===== src/rtl/lsu_defer_sched.sv =====
// lsu_defer_sched: issue-stage scheduler between the scoreboard issue port
// and issue_read_operands. When the LSU is busy one LOAD/STORE is parked in
// a single slot so that independent ALU/MULT ops can issue ahead of it.
// Ports: clk_i/rst_i (sync, active-high); flush_i, debug_req_i, en_i,
// lsu_ready_i control; issue_entry_*_i / is_ctrl_flow_i / issue_instr_ack_o
// face the scoreboard; issue_entry_*_o / is_ctrl_flow_o / issue_instr_ack_i
// face the issue stage; held_o = slot occupied; bypass_cnt_o = overtakes.

package ariane_pkg;
  typedef enum logic [3:0] {
    NONE, LOAD, STORE, ALU, CTRL_FLOW,
    MULT, CSR, FPU, FPU_VEC
  } fu_t;

  typedef struct packed {
    logic [31:0] pc;
    fu_t         fu;
    logic [6:0]  op;
    logic [4:0]  rs1;
    logic [4:0]  rs2;
    logic [4:0]  rd;
    logic [31:0] result;
  } scoreboard_entry_t;
endpackage

module lsu_defer_sched
  import ariane_pkg::*;
#(
  parameter int unsigned MAX_HOLD   = 8,
  parameter int unsigned MAX_BYPASS = 4,
  parameter int unsigned CNT_W      = 32
) (
  input  logic              clk_i,
  input  logic              rst_i,
  input  logic              flush_i,
  input  logic              debug_req_i,
  input  logic              en_i,
  input  logic              lsu_ready_i,
  input  scoreboard_entry_t issue_entry_i,
  input  logic              issue_entry_valid_i,
  input  logic              is_ctrl_flow_i,
  output logic              issue_instr_ack_o,
  output scoreboard_entry_t issue_entry_o,
  output logic              issue_entry_valid_o,
  output logic              is_ctrl_flow_o,
  input  logic              issue_instr_ack_i,
  output logic              held_o,
  output logic [CNT_W-1:0]  bypass_cnt_o
);

  localparam logic [7:0] HOLD_LIM = 8'(MAX_HOLD);
  localparam logic [7:0] BYP_LIM  = 8'(MAX_BYPASS);

  typedef enum logic [1:0] {PASS, HOLD, DRAIN} state_e;

  state_e            state_q, state_d;
  scoreboard_entry_t slot_q, slot_d;
  logic              slot_cf_q, slot_cf_d;
  logic [7:0]        hold_q, hold_d;
  logic [7:0]        byp_q, byp_d;
  logic [CNT_W-1:0]  cnt_q, cnt_d;

  scoreboard_entry_t in_e;
  logic is_mem, fu_ok, rs_hit, rd_hit;
  logic indep, drain, park, bypass;

  assign in_e   = issue_entry_i;
  assign is_mem = in_e.fu inside {LOAD, STORE};
  assign fu_ok  = !(in_e.fu inside
    {LOAD, STORE, CTRL_FLOW, CSR, FPU, FPU_VEC});

  // x0 never creates a dependency in either direction
  assign rs_hit = (slot_q.rd != 5'd0) &&
                  ((in_e.rs1 == slot_q.rd) ||
                   (in_e.rs2 == slot_q.rd));
  assign rd_hit = (in_e.rd != 5'd0) &&
                  ((in_e.rd == slot_q.rs1) ||
                   (in_e.rd == slot_q.rs2) ||
                   (in_e.rd == slot_q.rd));

  assign indep = fu_ok & ~is_ctrl_flow_i & ~rs_hit & ~rd_hit;

  assign drain = lsu_ready_i | (hold_q >= HOLD_LIM) |
                 (byp_q >= BYP_LIM) | debug_req_i | ~en_i;

  assign park = (state_q == PASS) & issue_entry_valid_i &
                is_mem & ~lsu_ready_i & en_i &
                ~debug_req_i & ~flush_i;

  assign bypass = (state_q == HOLD) & ~drain &
                  issue_entry_valid_i & indep & ~flush_i;

  always_ff @(posedge clk_i) begin
    if (rst_i) begin
      state_q   <= PASS;
      slot_q    <= '0;
      slot_cf_q <= 1'b0;
      hold_q    <= '0;
      byp_q     <= '0;
      cnt_q     <= '0;
    end else begin
      state_q   <= state_d;
      slot_q    <= slot_d;
      slot_cf_q <= slot_cf_d;
      hold_q    <= hold_d;
      byp_q     <= byp_d;
      cnt_q     <= cnt_d;
    end
  end

  always_comb begin
    state_d   = state_q;
    slot_d    = slot_q;
    slot_cf_d = slot_cf_q;
    hold_d    = hold_q;
    byp_d     = byp_q;
    cnt_d     = cnt_q;
    if (flush_i) begin
      state_d   = PASS;
      slot_d    = '0;
      slot_cf_d = 1'b0;
      hold_d    = '0;
      byp_d     = '0;
    end else begin
      unique case (state_q)
        PASS: begin
          if (park) begin
            state_d   = HOLD;
            slot_d    = in_e;
            slot_cf_d = is_ctrl_flow_i;
            hold_d    = '0;
            byp_d     = '0;
          end
        end
        HOLD: begin
          if (hold_q != 8'hff) hold_d = hold_q + 8'd1;
          if (bypass) begin
            if (issue_instr_ack_i) begin
              if (byp_q != 8'hff) byp_d = byp_q + 8'd1;
              cnt_d = cnt_q + CNT_W'(1);
            end
          end else if (issue_instr_ack_i) begin
            state_d   = PASS;
            slot_d    = '0;
            slot_cf_d = 1'b0;
          end else begin
            // the slot is now visible; it may not be withdrawn
            state_d = DRAIN;
          end
        end
        DRAIN: begin
          if (issue_instr_ack_i) begin
            state_d   = PASS;
            slot_d    = '0;
            slot_cf_d = 1'b0;
          end
        end
        default: state_d = PASS;
      endcase
    end
  end

  always_comb begin
    issue_entry_o       = in_e;
    is_ctrl_flow_o      = is_ctrl_flow_i;
    issue_entry_valid_o = 1'b0;
    issue_instr_ack_o   = 1'b0;
    if (!rst_i && flush_i) begin
      issue_instr_ack_o = issue_instr_ack_i;
    end else if (!rst_i) begin
      unique case (state_q)
        PASS: begin
          if (park) begin
            issue_instr_ack_o = 1'b1;
          end else begin
            issue_entry_valid_o = issue_entry_valid_i;
            issue_instr_ack_o   = issue_instr_ack_i;
          end
        end
        HOLD: begin
          if (bypass) begin
            issue_entry_valid_o = 1'b1;
            issue_instr_ack_o   = issue_instr_ack_i;
          end else begin
            issue_entry_o       = slot_q;
            is_ctrl_flow_o      = slot_cf_q;
            issue_entry_valid_o = 1'b1;
          end
        end
        DRAIN: begin
          issue_entry_o       = slot_q;
          is_ctrl_flow_o      = slot_cf_q;
          issue_entry_valid_o = 1'b1;
        end
        default: ;
      endcase
    end
  end

  assign held_o       = ~rst_i & (state_q != PASS);
  assign bypass_cnt_o = rst_i ? '0 : cnt_q;

endmodule


===== config.mk =====
export PLATFORM = sky130hd
export DESIGN_NAME = lsu_defer_sched
export DESIGN_NICKNAME = d
export VERILOG_FILES = /design/src/rtl/lsu_defer_sched.sv
export SDC_FILE = /design/constraint.sdc
export NUM_CORES = 1
export LEC_CHECK = 0
export CORE_MARGIN = 3
export CORE_UTILIZATION = 40
export DETAILED_ROUTE_END_ITERATION = 10
export PLACE_DENSITY = 0.72
export SLEW_MARGIN = 15
export SYNTH_ARGS = -nofsm -noshare
export SYNTH_HDL_FRONTEND = slang
export SYNTH_SLANG_ARGS = --single-unit

===== constraint.sdc =====
create_clock -name clk_i -period 3.8 [get_ports clk_i]
set_input_delay 0.76 -clock clk_i [delete_from_list [all_inputs] [get_ports clk_i]]
set_output_delay 0.76 -clock clk_i [all_outputs]
set_load 0.03 [all_outputs]

==> run summary, run 1 <==
SYNTH
-----------------------------------------------------------------------------------------
Number of enable flip-flop cells after synthesis                                        0
Number of instances in the synthesized netlist                                        944
Sequential share of the synthesized area                                            36.0%
Average footprint of a synthesized cell                                        8.30 sq um
Most frequently used cell type in the post-synthesis netlist                 sky130_fd_sc_hd__dfxtp_1
Synth unique cells                                                                     46
Most area-hungry cell type in the Yosys netlist                              sky130_fd_sc_hd__dfxtp_1
Cell types with the highest counts after synthesis                           sky130_fd_sc_hd__dfxtp_1 (141), sky130_fd_sc_hd__a21oi_1 (121), sky130_fd_sc_hd__o21ai_0 (107)
Net count after synthesis                                                            1052
Yosys top cell area share                                                           36.0%
Yosys warning total                                                                     0
Netlist area before placement                                                  7840 sq um
Top flip-flop cell by instance count after synthesis                         sky130_fd_sc_hd__dfxtp_1
Area contributors post-synth                                                 sky130_fd_sc_hd__dfxtp_1 (36%), sky130_fd_sc_hd__a22o_1 (10%), sky130_fd_sc_hd__nand4b_1 (10%)
Proportion of register bits with asynchronous set or reset after synthesis             0%
Flops & latches, synth                                                                141

WORST SETUP PATH
-----------------------------------------------------------------------------------------
Setup slack on the worst flop-to-flop path                                        0.84 ns
Worst setup path class                                                       primary input to output pin
Crit. path cell count                                                                  11
Critical-path cell list                                                      buf_6 -> buf_6 -> buf_4 -> xor2_1 -> or4_4 -> nand3_4 -> or4_1 -> nor2b_4 -> buf_12 -> a22o_1 -> buf_6
Max incr delay on CP                                                              0.55 ns
Most frequent cell on the critical path                                      sky130_fd_sc_hd__buf_6
Crit path capture type                                                         output pin
Slowest stage cell on the critical path                                      sky130_fd_sc_hd__or4_4
Largest fanout on the critical path                                                    23
FF-to-FF path depth                                                                    13
CP delay by family, top                                                      simple AND/OR/NAND/NOR gates
Worst path arrival time                                                           3.09 ns
Required arrival time at the worst endpoint                                       3.04 ns
Worst Setup Start Kind                                                       primary input
Bufs and invs on worst path                                                             5

DETAILED ROUTING
-----------------------------------------------------------------------------------------
Number of iterations in the first detailed-routing pass                                 5
Routed length per instance                                                        19.3 um
Total routed wirelength                                                           27.8 mm
Total via count in the routed design                                                 8653
Iteration-0 DRC Markers                                                               726
Routed Antenna Nets                                                                     0
Vias/cell                                                                            6.00
Count of unresolved DRC violations after routing                                        0

FLOORPLANNING
-----------------------------------------------------------------------------------------
Overall die height                                                                 146 um
Die area                                                                      21300 sq um
Placeable core region                                                         19000 sq um
Die width                                                                          146 um
Effective utilization at floorplan                                                  41.3%
Io pins                                                                               225
Total number of placement rows                                                         50

RUN
-----------------------------------------------------------------------------------------
Max Cap Violations                                                                      0

PLACED DESIGN
-----------------------------------------------------------------------------------------
Routability cong.                                                                   0.816
Total of buffers placed on input and output ports                                     224
Post-DP Area                                                                  10300 sq um
Minimum setup slack after placement                                             -0.460 ns
Placed wire-length estimate                                                       16.6 mm
Inst Count DP                                                                        1372

LAYOUT
-----------------------------------------------------------------------------------------
Non-Filler Instances                                                                 1441
Utilization after layout                                                            63.5%
Cell area after layout                                                        12000 sq um
Fraction of layout cells with a size suffix above 1                                 23.1%
Number of nets in the layout                                                         1276
Synth-to-Final Area Change                                                          53.5%
Antenna diode count                                                                     0

STA
-----------------------------------------------------------------------------------------
Worst setup slack after layout                                                 -0.0493 ns
Crit path time final                                                              3.85 ns
Fraction of the cycle the final worst path needs                                     101%
Unrepaired setup endpoints after global routing                                       yes
Hold Worst Slack                                                                 0.475 ns
Accumulated negative setup slack                                                 -1.26 ns
Transition time at the pin with the least slew margin                             1.05 ns
Pins over their slew limit                                                              0
Max-Slew Margin vs Limit                                                            29.7%
Final Hold Fails                                                                        0
Worst clock skew                                                                0.0120 ns
F_max                                                                             260 MHz
Setup Viol. Count Final                                                                66

CLOCKING
-----------------------------------------------------------------------------------------
Clk root buf                                                                 sky130_fd_sc_hd__clkbuf_16
Number of clock sinks                                                                 141
Clock latency on the worst-skew pair                                              0.42 ns
Clock Tree Buf Depth                                                                    2
Worst-path clk slew                                                               0.06 ns
Total clock buffers created by CTS                                                     17
Maximum level of the CTS H-tree                                                         4
Clock tree from TritonCTS                                                             yes

POWER
-----------------------------------------------------------------------------------------
Total power divided by cell area                                              294 nW/um^2
Total power of the final layout                                                   3.54 mW
IR drop worst, VDD                                                             0.000333 V
Leakage power of the design                                                       4.54 nW

GRT
-----------------------------------------------------------------------------------------
GRT Residual Overflow                                                                   0
Overall routing resource usage                                                      24.4%
Number of global-route vias before repair                                            8324
Antenna violations before repair                                                        1
Largest net degree at the start of global routing                                      96
Global-route wire length before repair                                            43.8 mm

WORST HOLD PATH
-----------------------------------------------------------------------------------------
Cell count of the worst hold path                                                       2
Classification of the worst-slack hold path                                  flop to flop

STATUS
-----------------------------------------------------------------------------------------
Violations in the final reports                                              negative setup slack
Outcome                                                                      finished, violations left

[layer usage]
metal  vias to the layer above  GRT usage (%)  routed length (um)
met5                         -              0                   7
met4                         2           8.12                 503
met3                        41           6.01                2460
met2                       435           38.3               13100
met1                      4146           33.0               11800
li1                       4029              -                   -
[worst paths after layout]
path | start | end
hold / removal | slot_q[54] | slot_q[54]
setup reg to reg | byp_q[5] | cnt_q[21]
hold reg to reg | slot_q[54] | slot_q[54]
setup / recovery | issue_entry_i[33] | issue_entry_o[14]
[timing repair]
| action | in CTS | in global routing |
|---|---|---|
| hold buffers | 0 | 0 |
| pin swaps | 24 | 36 |
| endpoints found under the setup margin | 92 | 92 |
| gates resized for setup | 159 | 46 |
| buffers inserted | 19 | 3 |
| cloned | 11 | 5 |
[registers in the layout, summed over array words and instances (netlist names)]
| name | flops |
|---|---|
| hold_q | 8 |
| byp_q | 8 |
| cnt_q | 32 |
| slot_cf_q | 1 |
| state_q | 2 |
| slot_q | 90 |
[cell families (layout without fill, tap and decap cells)]
family,count (synthesis),count (layout),synth area share [%]
fa+ha+maj,9,9,1.44
flops,141,141,36.0
simple gates,296,296,25.0
xor+xnor,32,32,3.58
buf+inv,117,354,5.84
compound gates,340,340,26.8
mux,9,9,1.29
[report_power, final]
| group | total, mW | switching (mW) | leakage, nW | internal, mW |
|---|---|---|---|---|
| Sequential | 1.48 | 0.000923 | 1.14 | 1.48 |
| Combinational | 0.528 | 0.264 | 3.16 | 0.264 |
| Clock | 1.53 | 0.673 | 0.245 | 0.855 |
[area by class of cell]
| type | instances | area [sq um] |
|---|---|---|
| fill | 1570 | 6930 |
| multi-input combinational | 686 | 4850 |
| timing repair buffer | 311 | 3460 |
| sequential | 141 | 2820 |
| clock buffer | 20 | 447 |
| tap | 260 | 325 |
| clock inverter | 12 | 90.1 |
| inverter | 11 | 41.3 |
[cells in the final DEF, fill, tap and decap left out, types with 9 or more instances in the layout]
cell	count
sky130_fd_sc_hd__dfxtp_1	141
sky130_fd_sc_hd__a21oi_1	120
sky130_fd_sc_hd__clkdlybuf4s50_1	109
sky130_fd_sc_hd__o21ai_0	107
sky130_fd_sc_hd__buf_6	102
sky130_fd_sc_hd__nand4b_1	90
sky130_fd_sc_hd__a22o_1	80
sky130_fd_sc_hd__buf_4	52
sky130_fd_sc_hd__nor2b_1	31
sky130_fd_sc_hd__nand3_1	28
sky130_fd_sc_hd__nor2_1	25
sky130_fd_sc_hd__nand2_1	22
sky130_fd_sc_hd__clkbuf_16	21
sky130_fd_sc_hd__xor2_1	19
sky130_fd_sc_hd__nand4_1	17
sky130_fd_sc_hd__or3_1	16
sky130_fd_sc_hd__buf_12	14
sky130_fd_sc_hd__or4_1	13
sky130_fd_sc_hd__and3_1	12
sky130_fd_sc_hd__inv_1	11
sky130_fd_sc_hd__a22o_4	11
sky130_fd_sc_hd__xnor2_1	10
sky130_fd_sc_hd__o31ai_1	9
sky130_fd_sc_hd__mux2_2	9
sky130_fd_sc_hd__buf_16	9
[worst min-delay path, stage by stage (launching register included)]
cell	delay (ns)
sky130_fd_sc_hd__dfxtp_1	0.31
sky130_fd_sc_hd__o21ai_0	0.07
sky130_fd_sc_hd__a21oi_1	0.06
No activity file was read; power rests on OpenSTA's default activity.
==> run 2, diff against run 1 <==
--- a/config.mk
+++ b/config.mk
@@ -9,7 +9,7 @@
 export CORE_UTILIZATION = 40
 export DETAILED_ROUTE_END_ITERATION = 10
 export PLACE_DENSITY = 0.72
-export SLEW_MARGIN = 15
+export SLEW_MARGIN = 25
 export SYNTH_ARGS = -nofsm -noshare
 export SYNTH_HDL_FRONTEND = slang
 export SYNTH_SLANG_ARGS = --single-unit
==> results of run 2 <==
Final layout, timing and power as in run 1 (identical DEF).
==> run 3, diff against run 2 <==
--- a/config.mk
+++ b/config.mk
@@ -5,10 +5,12 @@
 export SDC_FILE = /design/constraint.sdc
 export NUM_CORES = 1
 export LEC_CHECK = 0
+export ABC_AREA = 1
+export CORE_ASPECT_RATIO = 0.7
 export CORE_MARGIN = 3
 export CORE_UTILIZATION = 40
 export DETAILED_ROUTE_END_ITERATION = 10
-export PLACE_DENSITY = 0.72
+export PLACE_DENSITY = 0.7
 export SLEW_MARGIN = 25
 export SYNTH_ARGS = -nofsm -noshare
 export SYNTH_HDL_FRONTEND = slang
==> run 3 against run 2 <==
Net effect:
- the flow now finishes without violations
- routed wire length rose by 5.1%
- clock power grew 8%
- register-to-register slack better by 0.39 ns
- cell area fell by 1.6%
- die area rose by 13%
- critical endpoint is now issue_entry_o[40]
- largest cell class unchanged
==> run summary, run 3 <==
SYNTH
-----------------------------------------------------------------------------------------
Yosys warning total                                                                     0   unchanged
Sequential share of the synthesized area                                            31.9%   -4.1 points
Area contributors post-synth                                                 sky130_fd_sc_hd__dfxtp_1 (32%), sky130_fd_sc_hd__inv_1 (11%), sky130_fd_sc_hd__o21ai_0 (9.3%)
Number of enable flip-flop cells after synthesis                                        0   unchanged
Synth unique cells                                                                     39   -15%
Proportion of register bits with asynchronous set or reset after synthesis             0%   unchanged
Flops & latches, synth                                                                141   unchanged
Average footprint of a synthesized cell                                        6.21 sq um   -25%
Top flip-flop cell by instance count after synthesis                         sky130_fd_sc_hd__dfxtp_1
Most area-hungry cell type in the Yosys netlist                              sky130_fd_sc_hd__dfxtp_1
Yosys top cell area share                                                           31.9%   -4.1 points
Most frequently used cell type in the post-synthesis netlist                 sky130_fd_sc_hd__inv_1
Netlist area before placement                                                  8860 sq um   +13%
Cell types with the highest counts after synthesis                           sky130_fd_sc_hd__inv_1 (259), sky130_fd_sc_hd__nor2_1 (215), sky130_fd_sc_hd__nand2_1 (172)
Number of instances in the synthesized netlist                                       1427   +51%
Net count after synthesis                                                            1535   +46%

POWER
-----------------------------------------------------------------------------------------
Clock share of power                                                                44.6%   +1.4 points
Total power of the final layout                                                   3.72 mW   +5.2%
Combinational fraction of design power                                              15.4%   +0.5 points
Net load switching power                                                          1.05 mW   +12%
IR drop worst, VDD                                                             0.000315 V   -5.5%
Net switching fraction of the power                                                 28.2%   +1.6 points
Flop pwr share                                                                      40.0%   -1.9 points
Total power divided by cell area                                              314 nW/um^2   +6.9%
Leakage power of the design                                                       4.74 nW   +4.3%
Cell Int Power                                                                    2.67 mW   +2.9%

GRT
-----------------------------------------------------------------------------------------
Largest net degree at the start of global routing                                      84   -13%
Overall routing resource usage                                                      23.1%   -1.4 points
Global-route wire length before repair                                            44.9 mm   +2.6%
Number of global-route vias before repair                                            8700   +4.5%
GRT Residual Overflow                                                                   0   unchanged
Antenna violations before repair                                                        0   -1

DETAILED ROUTING
-----------------------------------------------------------------------------------------
Routed Antenna Nets                                                                     0   unchanged
Iteration-0 DRC Markers                                                               898   +24%
Routed length per instance                                                        15.3 um   -21%
Total via count in the routed design                                                 9788   +13%
Vias/cell                                                                            5.11   -15%
Number of iterations in the first detailed-routing pass                                 6   +1
Total routed wirelength                                                           29.3 mm   +5.1%
Count of unresolved DRC violations after routing                                        0   unchanged

LAYOUT
-----------------------------------------------------------------------------------------
Leading cell type in the layout, fill and taps excluded                      sky130_fd_sc_hd__inv_1
Commonest non-fill, non-tap cells in the layout                              sky130_fd_sc_hd__inv_1 (255), sky130_fd_sc_hd__nor2_1 (214), sky130_fd_sc_hd__nand2_1 (170)
Number of nets in the layout                                                         1733   +36%
Non-Filler Instances                                                                 1916   +33%
Number of flip-flops under the largest register name                                   90   unchanged
Synth-to-Final Area Change                                                          33.7%
Number of fillers in the final layout                                                2073   +32%
Largest register by flop count                                                     slot_q
Fraction of layout cells with a size suffix above 1                                 12.8%   -10 points
Utilization after layout                                                            55.7%   -7.7 points
Largest registers                                                            slot_q x90, cnt_q x32
Cell area after layout                                                        11800 sq um   -1.6%

FLOORPLANNING
-----------------------------------------------------------------------------------------
Effective utilization at floorplan                                                  41.7%   +0.33 points
Placeable core region                                                         21300 sq um   +12%
Die width                                                                          184 um   +26%
Overall die height                                                                 130 um   -11%
Io pins                                                                               225   unchanged
Total number of placement rows                                                         44   -12%
Die area                                                                      24000 sq um   +13%

PLACED DESIGN
-----------------------------------------------------------------------------------------
Placed wire-length estimate                                                       20.6 mm   +24%
Inst Count DP                                                                        1877   +37%
Total of buffers placed on input and output ports                                     224   unchanged
Routability cong.                                                                   0.959   +17%
Post-DP Area                                                                  11100 sq um   +7.7%
Minimum setup slack after placement                                             0.0149 ns   +0.475 ns

WORST SETUP PATH
-----------------------------------------------------------------------------------------
Worst setup path class                                                       primary input to output pin
Crit path capture type                                                         output pin
Largest fanout on the critical path                                                    11   -52%
Setup slack on the worst flop-to-flop path                                        1.23 ns   +0.39 ns
Required arrival time at the worst endpoint                                       3.04 ns   about the same
R2R Path Start                                                                 slot_q[34]
Endpoint of the worst register-to-register path                                slot_q[26]
FF-to-FF path depth                                                                    13   unchanged
Critical path origin                                                         issue_entry_i[34]
End of the critical path                                                     issue_entry_o[40]
Worst Setup Start Kind                                                       primary input
Worst path arrival time                                                           2.90 ns   -0.19 ns

STA
-----------------------------------------------------------------------------------------
Final Hold Fails                                                                        0   unchanged
Max-Slew Margin vs Limit                                                            42.7%   +13 points
Pins over their slew limit                                                              0   unchanged
Accumulated negative setup slack                                                     0 ns   +1.26 ns
Setup Viol. Count Final                                                                 0   -100%
F_max                                                                             273 MHz   +5.1%
Crit path time final                                                              3.66 ns   -0.188 ns
Worst clock skew                                                                0.0147 ns   +0.00270 ns
Unrepaired setup endpoints after global routing                                        no
Worst setup slack after layout                                                   0.139 ns   +0.188 ns
Hold Worst Slack                                                                 0.448 ns   -0.0269 ns
Fraction of the cycle the final worst path needs                                    96.3%   -4.9 points
Transition time at the pin with the least slew margin                            0.859 ns   -0.196 ns

CLOCKING
-----------------------------------------------------------------------------------------
Total clock buffers created by CTS                                                     17   unchanged
Clock latency on the worst-skew pair                                              0.42 ns   about the same
Number of clock sinks                                                                 141   unchanged
Buffers inserted by post-CTS timing repair                                              0   -19
CTS hold repair buffers                                                                 0   unchanged
Clock tree from TritonCTS                                                             yes
Worst-path clk slew                                                               0.06 ns   about the same
Clk root buf                                                                 sky130_fd_sc_hd__clkbuf_16
Maximum level of the CTS H-tree                                                         4   unchanged
Clock Tree Buf Depth                                                                    2   unchanged

WORST HOLD PATH
-----------------------------------------------------------------------------------------
Cell count of the worst hold path                                                       2   unchanged
Classification of the worst-slack hold path                                  flop to flop

RUN
-----------------------------------------------------------------------------------------
Max Cap Violations                                                                      0   unchanged

STATUS
-----------------------------------------------------------------------------------------
Outcome                                                                         completed

## run 3: cell count changes in the layout (fill, tap and decap cells not counted), sizes merged, moves of 58 or more
| cell | delta |
|---|---|
| o21ai | +84 |
| inv | +256 |
| nand2 | +155 |
| nor2 | +191 |
| buf | -58 |
| nand3 | +113 |
| nand4b | -90 |
| a22o | -91 |
## run 3: logic make-up (layout without fill, tap and decap cells)
logic type / Yosys count / after routing / share of synthesized area [%]
other: 0 / 2 / 0
XOR/XNOR: 15 / 15 / 1.48
flip-flops: 141 / 141 / 31.9
AND/OR/NAND/NOR: 601 / 602 / 29.4
adder cells (fa/ha/maj): 9 / 9 / 1.27
AO/OA/AOI/OAI: 315 / 315 / 18.9
buffers and inverters: 346 / 556 / 17.0
## run 3: power groups by stage
stage / combinational, mW / sequential, mW / clock [mW]
2_1_floorplan: 0.295 / 1.52 / 0
3_3_place_gp: 0.562 / 1.52 / 0
3_5_place_dp: 0.563 / 1.52 / 0
4_1_cts: 0.565 / 1.49 / 1.69
5_1_grt: 0.618 / 1.49 / 1.75
6_report: 0.571 / 1.49 / 1.66
## run 3: critical path, stage by stage
cell and delay, ns:
sky130_fd_sc_hd__clkdlybuf4s50_1 0.46, sky130_fd_sc_hd__buf_4 0.17, sky130_fd_sc_hd__nand2_1 0.06, sky130_fd_sc_hd__nand2_1 0.06, sky130_fd_sc_hd__nor2_1 0.12, sky130_fd_sc_hd__nand3_1 0.09, sky130_fd_sc_hd__nand3_1 0.11, sky130_fd_sc_hd__nand2_2 0.12
sky130_fd_sc_hd__nand3_2 0.12, sky130_fd_sc_hd__nand2_4 0.10, sky130_fd_sc_hd__nand2_8 0.15, sky130_fd_sc_hd__clkbuf_16 0.19, sky130_fd_sc_hd__nand3_1 0.07, sky130_fd_sc_hd__o21ai_1 0.12, sky130_fd_sc_hd__buf_4 0.19
## run 3: cell type report
cell class	count	area, sq um	area share (%)
antenna	2	5.00	0.0423
clock buffer	19	453	3.83
clock inverter	13	131	1.11
multi-input combinational	941	4590	38.8
timing repair buffer	259	2500	21.1
sequential	141	2820	23.8
inverter	265	995	8.40
tap	276	345	2.92
## run 3: routing by layer
metal / wire length [um] / part of all wire [%] / vias to the layer above / global-route usage, %
li1: - / - / 4934 / -
met1: 14400 / 49 / 4437 / 34.1
met2: 12100 / 41 / 400 / 34.2
met3: 2530 / 8.6 / 17 / 5.15
met4: 276 / 0.94 / 0 / 5.42
met5: 0 / 0 / - / 0
## run 3: how the worst min path moves through the flow
stage                from          to
6_report       slot_q[18]  slot_q[18]
5_1_grt        slot_q[50]  slot_q[50]
4_1_cts        slot_q[52]  slot_q[52]
3_5_place_dp   slot_q[52]  slot_q[52]
3_3_place_gp   slot_q[22]  slot_q[22]
2_1_floorplan   slot_cf_q   slot_cf_q
## run 3: what timing repair did
item,in CTS,in global routing
hold endpoints to repair,0,0
resized for setup,0,24
endpoints found under the setup margin,0,91
